### src/rtl/mini_alu_16bit_div.sv
// Unsigned radix-2 restoring divider: one quotient bit per clock, WIDTH iterations per result.
// Latency WIDTH cycles from the accept edge (1 cycle for divide-by-zero); start is ignored while busy.
module mini_alu_16bit_div #(
    parameter int WIDTH = 16
) (
    input  logic             clk,
    input  logic             rst,
    input  logic             start,
    input  logic [WIDTH-1:0] data0,
    input  logic [WIDTH-1:0] data1,
    output logic [WIDTH-1:0] quotient,
    output logic [WIDTH-1:0] remainder,
    output logic             busy,
    output logic             valid,
    output logic             overflow
);

    localparam int CW = $clog2(WIDTH);

    typedef enum logic [1:0] {IDLE, CALC, DONE} state_t;

    state_t         state;
    logic [CW-1:0]  cnt;
    logic [WIDTH-1:0] d_reg;
    logic [WIDTH-1:0] q_reg;
    logic [WIDTH:0]   r_reg;

    logic [WIDTH:0]   trial;
    logic [WIDTH:0]   diff;
    logic [WIDTH:0]   r_next;
    logic [WIDTH-1:0] q_next;
    logic             ge;

    // Shift the next dividend bit into the partial remainder; compare/subtract at WIDTH+1 bits.
    assign trial  = (r_reg << 1) | {{WIDTH{1'b0}}, q_reg[WIDTH-1]};
    assign ge     = trial >= {1'b0, d_reg};
    assign diff   = trial - {1'b0, d_reg};
    assign r_next = ge ? diff : trial;
    assign q_next = {q_reg[WIDTH-2:0], ge};

    always_ff @(posedge clk) begin
        if (rst) begin
            state     <= IDLE;
            cnt       <= '0;
            d_reg     <= '0;
            q_reg     <= '0;
            r_reg     <= '0;
            quotient  <= '0;
            remainder <= '0;
            busy      <= 1'b0;
            valid     <= 1'b0;
            overflow  <= 1'b0;
        end else begin
            case (state)
                IDLE, DONE: begin
                    if (start) begin
                        if (data1 == '0) begin
                            state     <= DONE;
                            quotient  <= '1;
                            remainder <= data0;
                            overflow  <= 1'b1;
                            valid     <= 1'b1;
                            busy      <= 1'b0;
                        end else begin
                            state    <= CALC;
                            d_reg    <= data1;
                            q_reg    <= data0;
                            r_reg    <= '0;
                            cnt      <= '0;
                            busy     <= 1'b1;
                            valid    <= 1'b0;
                            overflow <= 1'b0;
                        end
                    end
                end
                CALC: begin
                    r_reg <= r_next;
                    q_reg <= q_next;
                    cnt   <= cnt + 1'b1;
                    if (cnt == CW'(WIDTH - 1)) begin
                        state     <= DONE;
                        busy      <= 1'b0;
                        valid     <= 1'b1;
                        quotient  <= q_next;
                        remainder <= r_next[WIDTH-1:0];
                    end
                end
                default: state <= IDLE;
            endcase
        end
    end

endmodule
### config.mk
export PLATFORM = sky130hd
export DESIGN_NAME = mini_alu_16bit_div
export DESIGN_NICKNAME = d
export VERILOG_FILES = /design/src/rtl/mini_alu_16bit_div.sv
export SDC_FILE = /design/constraint.sdc
export NUM_CORES = 1
export LEC_CHECK = 0
export CAP_MARGIN = 5
export CORE_MARGIN = 3
export CORE_UTILIZATION = 30
export CTS_BUF_LIST = sky130_fd_sc_hd__clkbuf_2
export DETAILED_ROUTE_END_ITERATION = 10
export REMOVE_ABC_BUFFERS = 1
export SLEW_MARGIN = 10
export SYNTH_ARGS = -nofsm -noshare
export SYNTH_HDL_FRONTEND = slang
export SYNTH_SLANG_ARGS = --single-unit
### constraint.sdc
create_clock -name clk -period 3.1 [get_ports clk]
set_clock_uncertainty 0.15 [all_clocks]
set_input_delay 0.62 -clock clk [delete_from_list [all_inputs] [get_ports clk]]
set_output_delay 0.62 -clock clk [all_outputs]
set_load 0.005 [all_outputs]
==> results of run 1 <==
## through the flow
| step | hold slack, ns | worst slack (ns) | util [%] |
|---|---|---|---|
| finish | 0.264 | 0.193 | 38.1 |
| detailed placement | 0.302 | -0.0600 | 37.3 |
| CTS | 0.224 | 0.212 | 38.1 |
| global placement | 0.299 | 0.00144 | 37.3 |
| floorplan | 0.280 | -1.05 | - |
| global route | 0.234 | 0.0257 | 38.1 |
## logic make-up (layout without fill, tap and decap cells)
logic type / after synthesis / count (layout) / share of synthesized area [%]
muxes: 10 / 10 / 2.35
buffers and inverters: 57 / 129 / 5.54
adders and majority gates: 18 / 18 / 5.20
xor gates and xnor gates: 9 / 9 / 1.76
DFF: 89 / 89 / 39.8
and+or+nand+nor: 214 / 214 / 21.5
AOI/OAI and AO/OA: 157 / 157 / 23.8
## per-layer routing
metal  track usage [%]  up-vias  routed length [um]  part of all wire [%]
met3              3.00       20                 668                   5.3
li1                  -     2114                   -                     -
met1              20.9     1998                5690                    45
met5                 0        -                   0                     0
met4              6.62        0                 272                   2.1
met2              25.1      115                6070                    48
## worst max-delay path: stages, from the launching register on
cell	delay (ns)
dfxtp_1	0.40
inv_1	0.06
ha_1	0.39
a21o_1	0.22
a221oi_2	0.35
nand4bb_2	0.25
nand3b_4	0.18
nand2_2	0.29
mux2i_1	0.23
a221o_1	0.33
## cell type report
class                           instances  area (um^2)  area share, %
Clock buffer                           10         50.0          0.900
Clock inverter                          6         67.6           1.21
Inverter                               22         82.6           1.48
Multi-Input combinational cell        408         2460           44.3
Sequential cell                        89         1780           32.0
Tap cell                              184          230           4.14
Timing Repair Buffer                   91          888           16.0
## timing repair
item                                    4_1_cts  5_1_grt
endpoints found under the setup margin        0        1
resized for setup                             0        1
hold buffers                                  0        0
## placed cells by master, fill, tap and decap left out, types with 4 or more instances in the layout
cell / instances
nor3_1: 6
nand3_1: 7
mux2i_1: 8
inv_1: 22
clkbuf_2: 10
a21o_1: 8
nor4_1: 5
nand2_1: 104
ha_1: 17
a21oi_1: 43
o211ai_1: 4
nor3b_1: 5
nor2_1: 58
buf_4: 19
o21ai_0: 25
dfxtp_1: 89
xnor2_1: 7
a211oi_1: 21
a311oi_1: 20
nand2b_1: 5
clkdlybuf4s50_1: 68
or3_1: 5
## how the worst max path moves through the flow
stage	end	slack, ns	depth (start not counted)
2_1_floorplan	remainder[15]	-1.05	7
3_5_place_dp	quotient[5]	-0.06	9
3_3_place_gp	remainder[9]	0.001	9
6_report	remainder[0]	0.19	9
5_1_grt	r_reg[4]	0.03	9
4_1_cts	r_reg[12]	0.21	11
## where the power goes
part	total, mW	internal [mW]	switching, mW
combinational	2.42	1.04	1.38
sequential	1.38	1.28	0.103
clock	0.611	0.194	0.417
total	4.41	2.51	1.90
==> summary.txt, run 1 <==
Outcome
  • Status: complete, no violations

Layout
  • Final nets: 674
  • Synthesis-to-finish area growth: 24.3%
  • Diode count: 0
  • Design Area, Final: 5560 um^2
  • Layout cell share with drive strength beyond 1: 8.79%
  • Fillers: 1499
  • Non-Filler Instances: 810

Synth
  • Top cell type's share of synthesized area: 39.8%
  • Synth cell types: 62
  • Yosys reg bits: 89
  • Yosys warnings: 0
  • Post-synth EDFFs: 0
  • Cell count after synthesis: 554
  • Top cells by area, synth: dfxtp_1 (40%), nand2_1 (8.7%), nor2_1 (4.9%)
  • Synthesized area per cell: 8.08 um^2
  • Top cells by count, synth: nand2_1 (104), dfxtp_1 (89), nor2_1 (58)
  • Cell taking the most area after synthesis: dfxtp_1
  • Dominant synthesized flop cell: dfxtp_1
  • Sequential element share of the synthesized area: 39.8%
  • Async SR Flop Fraction: 0%
  • Syn Std Cell Area: 4480 um^2
  • Most common cell in the netlist: nand2_1

Global route
  • GRT Total Usage: 15.8%
  • Largest net degree at the start of global routing: 42
  • First-pass GRT wire length: 20500 um
  • Gr ovfl total: 0
  • Antenna violations before repair: 0
  • Vias in the first global route: 4069

Placement
  • Final HPWL DP: 9720 um
  • Placer Congestion: 0.838
  • Count of input and output buffers: 69
  • Dpl cells: 794
  • DP Area: 5440 um^2

Power
  • PwrDens: 792 nW/um^2
  • Lkg Pwr: 2.14 nW
  • Pwr Total: 4.41 mW
  • Peak VDD IR: 0.000305 V

Route
  • WL/cell: 15.7 um
  • Vias: 4247
  • Drt drc: 0
  • Iteration-0 DRC count of the detailed router: 280
  • Final ANT Viol Nets: 0
  • Router iterations before antenna repair: 6
  • Via/cell ratio: 5.24
  • Routed wire length: 12700 um

Hold path
  • Hold endpoint: d_reg[9]
  • Min-Delay Path Class: input pin to register
  • Min-delay src: rst
  • Hold path depth: 2

Clock network
  • Clock root buffer master: clkbuf_2
  • Clock-pin transition on the worst setup and hold timing paths: 0.26 ns
  • CTS max path bufs: 2
  • CTS tree: done
  • Post-CTS Setup Repair Bufs: 0
  • H-Tree Depth: 3
  • Clk_lat worst skew: 0.58 ns
  • Cts bufs inserted: 9
  • Clock sink count: 89

Die
  • IO Pins: 70
  • Starting Density: 30.7%
  • Width of the die: 128 um
  • DIE AREA: 16400 um^2
  • Die height: 128 um
  • Std cell rows: 44
  • Core area: 14600 um^2

Critical path
  • Startpoint types: register
  • R2R Setup Slk: 0.19 ns
  • FF-to-FF path depth: 9
  • R2r startpoint: d_reg[6]
  • CP arrival: 3.27 ns
  • Setup CP Type: register to register
  • Critical path peak fanout: 15
  • CP required: 3.46 ns
  • CP startpoint: d_reg[6]
  • Crit. End Element: register
  • Critical R2R Capture: remainder[0]

Timing
  • Slew @ Worst Pin: 0.623 ns
  • Final hold viol count: 0
  • RSZ-0062 raised after global routing: no
  • Final min period: 2.91 ns
  • Fmax: 344 MHz
  • Setup violators final: 0
  • Fin Setup TNS: 0 ns
  • Final period utilization: 93.8%
  • Max transition margin: 58.1%
  • Fin. max-slew vios: 0

Flow run
  • Max cap viols: 0
(Power assumes the default switching activity.)
==> run 2, diff against run 1 <==
--- a/config.mk
+++ b/config.mk
@@ -10,6 +10,7 @@
 export CORE_UTILIZATION = 30
 export CTS_BUF_LIST = sky130_fd_sc_hd__clkbuf_2
 export DETAILED_ROUTE_END_ITERATION = 10
+export DONT_BUFFER_PORTS = 1
 export REMOVE_ABC_BUFFERS = 1
 export SLEW_MARGIN = 10
 export SYNTH_ARGS = -nofsm -noshare
==> run 2 against run 1 <==
  * Sequential share of layout area grew 2.6 points
  * Global-route usage grew 0.41 points
  * First-iteration DRC count is 21% higher
  * Cell count is 4.9% lower
  * Setup slack better by 0.047 ns
  * Flip-flop and latch count unchanged
  * Sequential power about the same
  * Via count shrank 0.75%
  * Clock power decreased by 12%
  * Critical path type unchanged
  * Largest cell class unchanged
  * Largest power group unchanged
==> summary.txt, run 2 (synthesis gave the netlist of run 1 again) <==
Clock network
  • Cts bufs inserted: 9
  • CTS max path bufs: 2
  • Clock root buffer master: clkbuf_2
  • CTS tree: done
  • Clock-pin transition on the worst setup and hold timing paths: 0.24 ns
  • H-Tree Depth: 3
  • Clock sink count: 89
  • Clk_lat worst skew: 0.58 ns
  • Post-CTS Setup Repair Bufs: 0

Global route
  • Vias in the first global route: 4140
  • First-pass GRT wire length: 21000 um
  • Met3 Track Usage GR: 5.17%
  • Met1 GRT Util: 19.6%
  • GRT Max-Usage Layer: met2
  • Antenna violations before repair: 0
  • Largest net degree at the start of global routing: 64
  • GRT Total Usage: 16.2%
  • Met2 Use GR: 26.1%
  • Gr ovfl total: 0

Timing
  • Final min period: 2.86 ns
  • Final period utilization: 92.3%
  • Final hold viol count: 0
  • PnR worst setup slack: 0.240 ns
  • RSZ-0062 raised after global routing: no
  • Slew @ Worst Pin: 0.537 ns
  • Fmax: 350 MHz
  • Max transition margin: 63.8%
  • Fin. max-slew vios: 0
  • Setup violators final: 0

Die
  • Core area: 14600 um^2
  • Die height: 128 um
  • Starting Density: 30.7%
  • Width of the die: 128 um
  • DIE AREA: 16400 um^2
  • Std cell rows: 44
  • IO Pins: 70

Route
  • Drt drc: 0
  • Routed wire length: 13300 um
  • Via/cell ratio: 5.47
  • Vias: 4215
  • WL/cell: 17.2 um
  • Final ANT Viol Nets: 0
  • Iteration-0 DRC count of the detailed router: 339
  • Router iterations before antenna repair: 5

Critical path
  • CP arrival: 3.21 ns
  • CP max-delay cell: ha_1
  • R2R Setup Slk: 0.24 ns
  • Startpoint types: register
  • Critical path peak fanout: 15
  • Setup CP Type: register to register
  • Slowest cell delay on critical path: 0.40 ns
  • Ordered list of cells on the worst path: inv_1 > ha_1 > a21o_1 > a221oi_2 > nand4bb_2 > nand3b_4 > nand2_2 > mux2i_1 > a221o_1
  • Crit. End Element: register
  • CP required: 3.45 ns

Power
  • PwrDens: 819 nW/um^2
  • Peak VDD IR: 0.000386 V
  • Pwr Total: 4.21 mW
  • Lkg Pwr: 1.99 nW

Layout
  • Commonest non-fill, non-tap cell in the layout: nand2_1
  • Final nets: 634
  • Sequential standard cell area: 1780 um^2
  • Commonest cells after routing, fill and taps aside: nand2_1 (104), dfxtp_1 (89), nor2_1 (58)
  • Layout cell share with drive strength beyond 1: 8.36%
  • Multi-input gate area: 2460 um^2
  • Fillers: 1526
  • Post-layout util: 35.3%
  • Synthesis-to-finish area growth: 15.0%
  • Diode count: 0

Placement
  • Pre-CTS setup slack: 0.0509 ns
  • Placer Congestion: 0.919
  • Count of input and output buffers: 0
  • Final HPWL DP: 9290 um

Hold path
  • Min-Delay Path Class: input pin to register

Outcome
  • Status: complete, no violations

Flow run
  • Max cap viols: 0
[run 2: cell types whose count changed in the layout (fill, tap and decap cells not counted), moves of 2 or more]
cell / previous run / this run
buf_4: 19 / 15
clkinv_4: 2 / 0
inv_6: 0 / 2
dlygate4sd3_1: 0 / 34
clkinvlp_4: 0 / 2
clkdlybuf4s50_1: 68 / 0
buf_12: 3 / 1
[run 2: worst max-delay path, delay by kind of cell, from the launching register on]
| family | cells | cell delay (ns) |
|---|---|---|
| fa+ha+maj | 1 | 0.40 |
| compound gates | 3 | 0.92 |
| flops | 1 | 0.39 |
| simple gates | 3 | 0.66 |
| mux | 1 | 0.23 |
| buf+inv | 1 | 0.05 |
[run 2: path summary, 6_finish.rpt]
check                           startpoint            to  cells past startpoint
worst max-delay path              d_reg[6]  remainder[0]                      9
worst min-delay path              data0[2]      q_reg[2]                      2
worst max register to register    d_reg[6]  remainder[0]                      9
worst min register to register    d_reg[9]      d_reg[9]                      2
[run 2: cell type report]
| type | count | share of cell area (%) |
|---|---|---|
| multi-input cells | 408 | 47.8 |
| repair buffers | 51 | 9.73 |
| inverters | 22 | 1.61 |
| clock inverters | 6 | 0.827 |
| clock buffers | 10 | 0.973 |
| flip-flops and latches | 89 | 34.6 |
| well taps | 184 | 4.47 |
[run 2: stage by stage]
| stage | setup TNS, ns | cells | hold WS, ns | area [um^2] |
|---|---|---|---|---|
| after CTS | 0 | 770 | 0.000155 | 5140 |
| after global routing | 0 | 770 | 0.00902 | 5140 |
| after detailed placement | 0 | 719 | 0.294 | 4680 |
| after global placement | 0 | 719 | 0.289 | 4680 |
| final | 0 | 770 | 0.0609 | 5140 |
| after floorplan | -25.46 | 519 | 0.280 | 4310 |
[run 2: what timing repair did]
item	in CTS	in global routing
hold buffers	35	0
resized for setup	0	0
endpoints found under the hold margin	70	0
[run 2: report_power, final]
part / total, mW / internal [mW] / leakage [nW] / switching (mW)
sequential: 1.39 / 1.28 / 0.728 / 0.113
combinational: 2.29 / 0.968 / 1.20 / 1.32
clock: 0.536 / 0.111 / 0.0587 / 0.425
[run 2: per-layer routing]
metal / wire length [um] / part of all wire (%) / up-vias
met5: 0 / 0 / -
met4: 414 / 3.1 / 0
met3: 1100 / 8.3 / 27
met2: 6230 / 47 / 137
met1: 5510 / 42 / 2019
li1: - / - / 2032
==> run 3, diff against run 2 <==
--- a/config.mk
+++ b/config.mk
@@ -6,11 +6,14 @@
 export NUM_CORES = 1
 export LEC_CHECK = 0
 export CAP_MARGIN = 5
+export CELL_PAD_IN_SITES_DETAIL_PLACEMENT = 1
+export CELL_PAD_IN_SITES_GLOBAL_PLACEMENT = 1
 export CORE_MARGIN = 3
 export CORE_UTILIZATION = 30
 export CTS_BUF_LIST = sky130_fd_sc_hd__clkbuf_2
 export DETAILED_ROUTE_END_ITERATION = 10
 export DONT_BUFFER_PORTS = 1
+export PLACE_DENSITY_LB_ADDON = 0.1
 export REMOVE_ABC_BUFFERS = 1
 export SLEW_MARGIN = 10
 export SYNTH_ARGS = -nofsm -noshare
==> run 3 against run 2 <==
  * Setup slack improved by 0.048 ns
  * Cell count shrank 0.13%
  * Flip-flop and latch count stayed put
  * Critical endpoint is now remainder[8]
==> summary.txt, run 3 (synthesis gave the netlist of run 1 again) <==
Outcome
  • Status: complete, no violations

Route
  • Drt drc: 0
  • Iteration-0 DRC count of the detailed router: 143
  • Final ANT Viol Nets: 0
  • Router iterations before antenna repair: 4
  • Via/cell ratio: 5.34
  • Routed wire length: 14700 um
  • Vias: 4107
  • WL/cell: 19.1 um

Critical path
  • CP max-delay cell: dfxtp_1
  • Crit. End Element: register
  • Startpoint types: register
  • CP Buf/Inv Count: 1
  • Critical path peak fanout: 8
  • Ordered list of cells on the worst path: inv_1 > ha_1 > a21o_1 > a221oi_2 > nand4bb_2 > nand3b_4 > and2_4 > mux2_4 > a311oi_2
  • CP required: 3.48 ns
  • Delay-heaviest family, CP: compound AO/OA/AOI/OAI gates
  • Slowest cell delay on critical path: 0.42 ns
  • Setup CP Type: register to register
  • FF-to-FF path depth: 9
  • Critical R2R Capture: remainder[8]
  • CP arrival: 3.19 ns
  • R2R Setup Slk: 0.29 ns
  • R2r startpoint: d_reg[6]

Die
  • DIE AREA: 16400 um^2
  • Width of the die: 128 um
  • Std cell rows: 44
  • Core area: 14600 um^2
  • Die height: 128 um
  • Starting Density: 30.7%
  • IO Pins: 70

Power
  • PwrDens: 830 nW/um^2
  • Lkg Pwr: 2.00 nW
  • Pwr Total: 4.28 mW
  • Peak VDD IR: 0.000467 V

Layout
  • Non-Filler Instances: 769
  • Synthesis-to-finish area growth: 15.2%
  • Commonest non-fill, non-tap cell in the layout: nand2_1
  • Layout cell share with drive strength beyond 1: 8.72%
  • Fillers: 1749
  • Commonest cells after routing, fill and taps aside: nand2_1 (104), dfxtp_1 (89), nor2_1 (58)
  • Final nets: 635
  • Diode count: 0

Global route
  • GRT Total Usage: 18.1%
  • Gr ovfl total: 0
  • Vias in the first global route: 4171
  • First-pass GRT wire length: 23100 um
  • Antenna violations before repair: 0
  • Largest net degree at the start of global routing: 63

Timing
  • Final min period: 2.81 ns
  • Setup violators final: 0
  • Final hold viol count: 0
  • Slew @ Worst Pin: 0.528 ns
  • Final period utilization: 90.7%
  • Max transition margin: 64.7%
  • Fin. max-slew vios: 0
  • Fin Setup TNS: 0 ns
  • Fmax: 356 MHz
  • RSZ-0062 raised after global routing: no

Clock network
  • Clock root buffer master: clkbuf_2
  • Clk_lat worst skew: 0.58 ns
  • Post-CTS Setup Repair Bufs: 0
  • CTS max path bufs: 2
  • H-Tree Depth: 3
  • CTS tree: done
  • Clock sink count: 89
  • Cts bufs inserted: 9
  • Clock-pin transition on the worst setup and hold timing paths: 0.26 ns

Placement
  • Count of input and output buffers: 0
  • Placer Congestion: 0.832
  • Dpl cells: 722
  • Final HPWL DP: 10400 um

Hold path
  • Hold endpoint: q_reg[15]
  • Min-Delay Path Class: input pin to register
  • Hold path depth: 2
  • Min-delay src: data0[15]

Flow run
  • Max cap viols: 0
[run 3: how the worst max path moves through the flow]
stage,start,cells after the start,end,slack [ns]
6_report,d_reg[6],9,remainder[8],0.29
5_1_grt,q_reg[15],11,remainder[10],0.09
4_1_cts,d_reg[6],9,remainder[5],0.07
3_5_place_dp,d_reg[6],9,remainder[5],0.11
3_3_place_gp,d_reg[6],9,remainder[5],0.15
2_1_floorplan,state[1],7,remainder[15],-1.05
[run 3: layout make-up]
cell class	instances	area, um^2	share of cell area [%]
Clock buffer	10	50.0	0.970
Sequential cell	89	1780	34.5
Clock inverter	4	22.5	0.437
Timing Repair Buffer	52	515	10.0
Inverter	22	82.6	1.60
Multi-Input combinational cell	408	2470	48.0
Tap cell	184	230	4.46
[run 3: what timing repair did]
action | in CTS | in global routing
resized for setup | 0 | 3
setup endpoints to repair | 0 | 9
endpoints found under the hold margin | 69 | 0
hold buffers | 33 | 0
[run 3: routing by layer]
layer,share of wire [%],GRT usage (%)
met5,0,0
met4,0.75,4.06
met3,6.0,4.67
met2,47,28.5
met1,47,24.9
[run 3: power by group]
part | switching (mW) | internal [mW]
registers | 0.117 | 1.28
logic | 1.41 | 0.971
clock network | 0.406 | 0.0968
[run 3: stage by stage]
step / utilization (%) / area (um^2) / setup slack [ns] / hold slack (ns)
after global placement: 32.3 / 4720 / 0.149 / 0.290
after detailed placement: 32.3 / 4720 / 0.109 / 0.295
after CTS: 35.2 / 5140 / 0.0701 / 0.00656
after floorplan: - / 4310 / -1.05 / 0.280
after global routing: 35.4 / 5160 / 0.0907 / 0.0164
final: 35.4 / 5160 / 0.288 / 0.0825
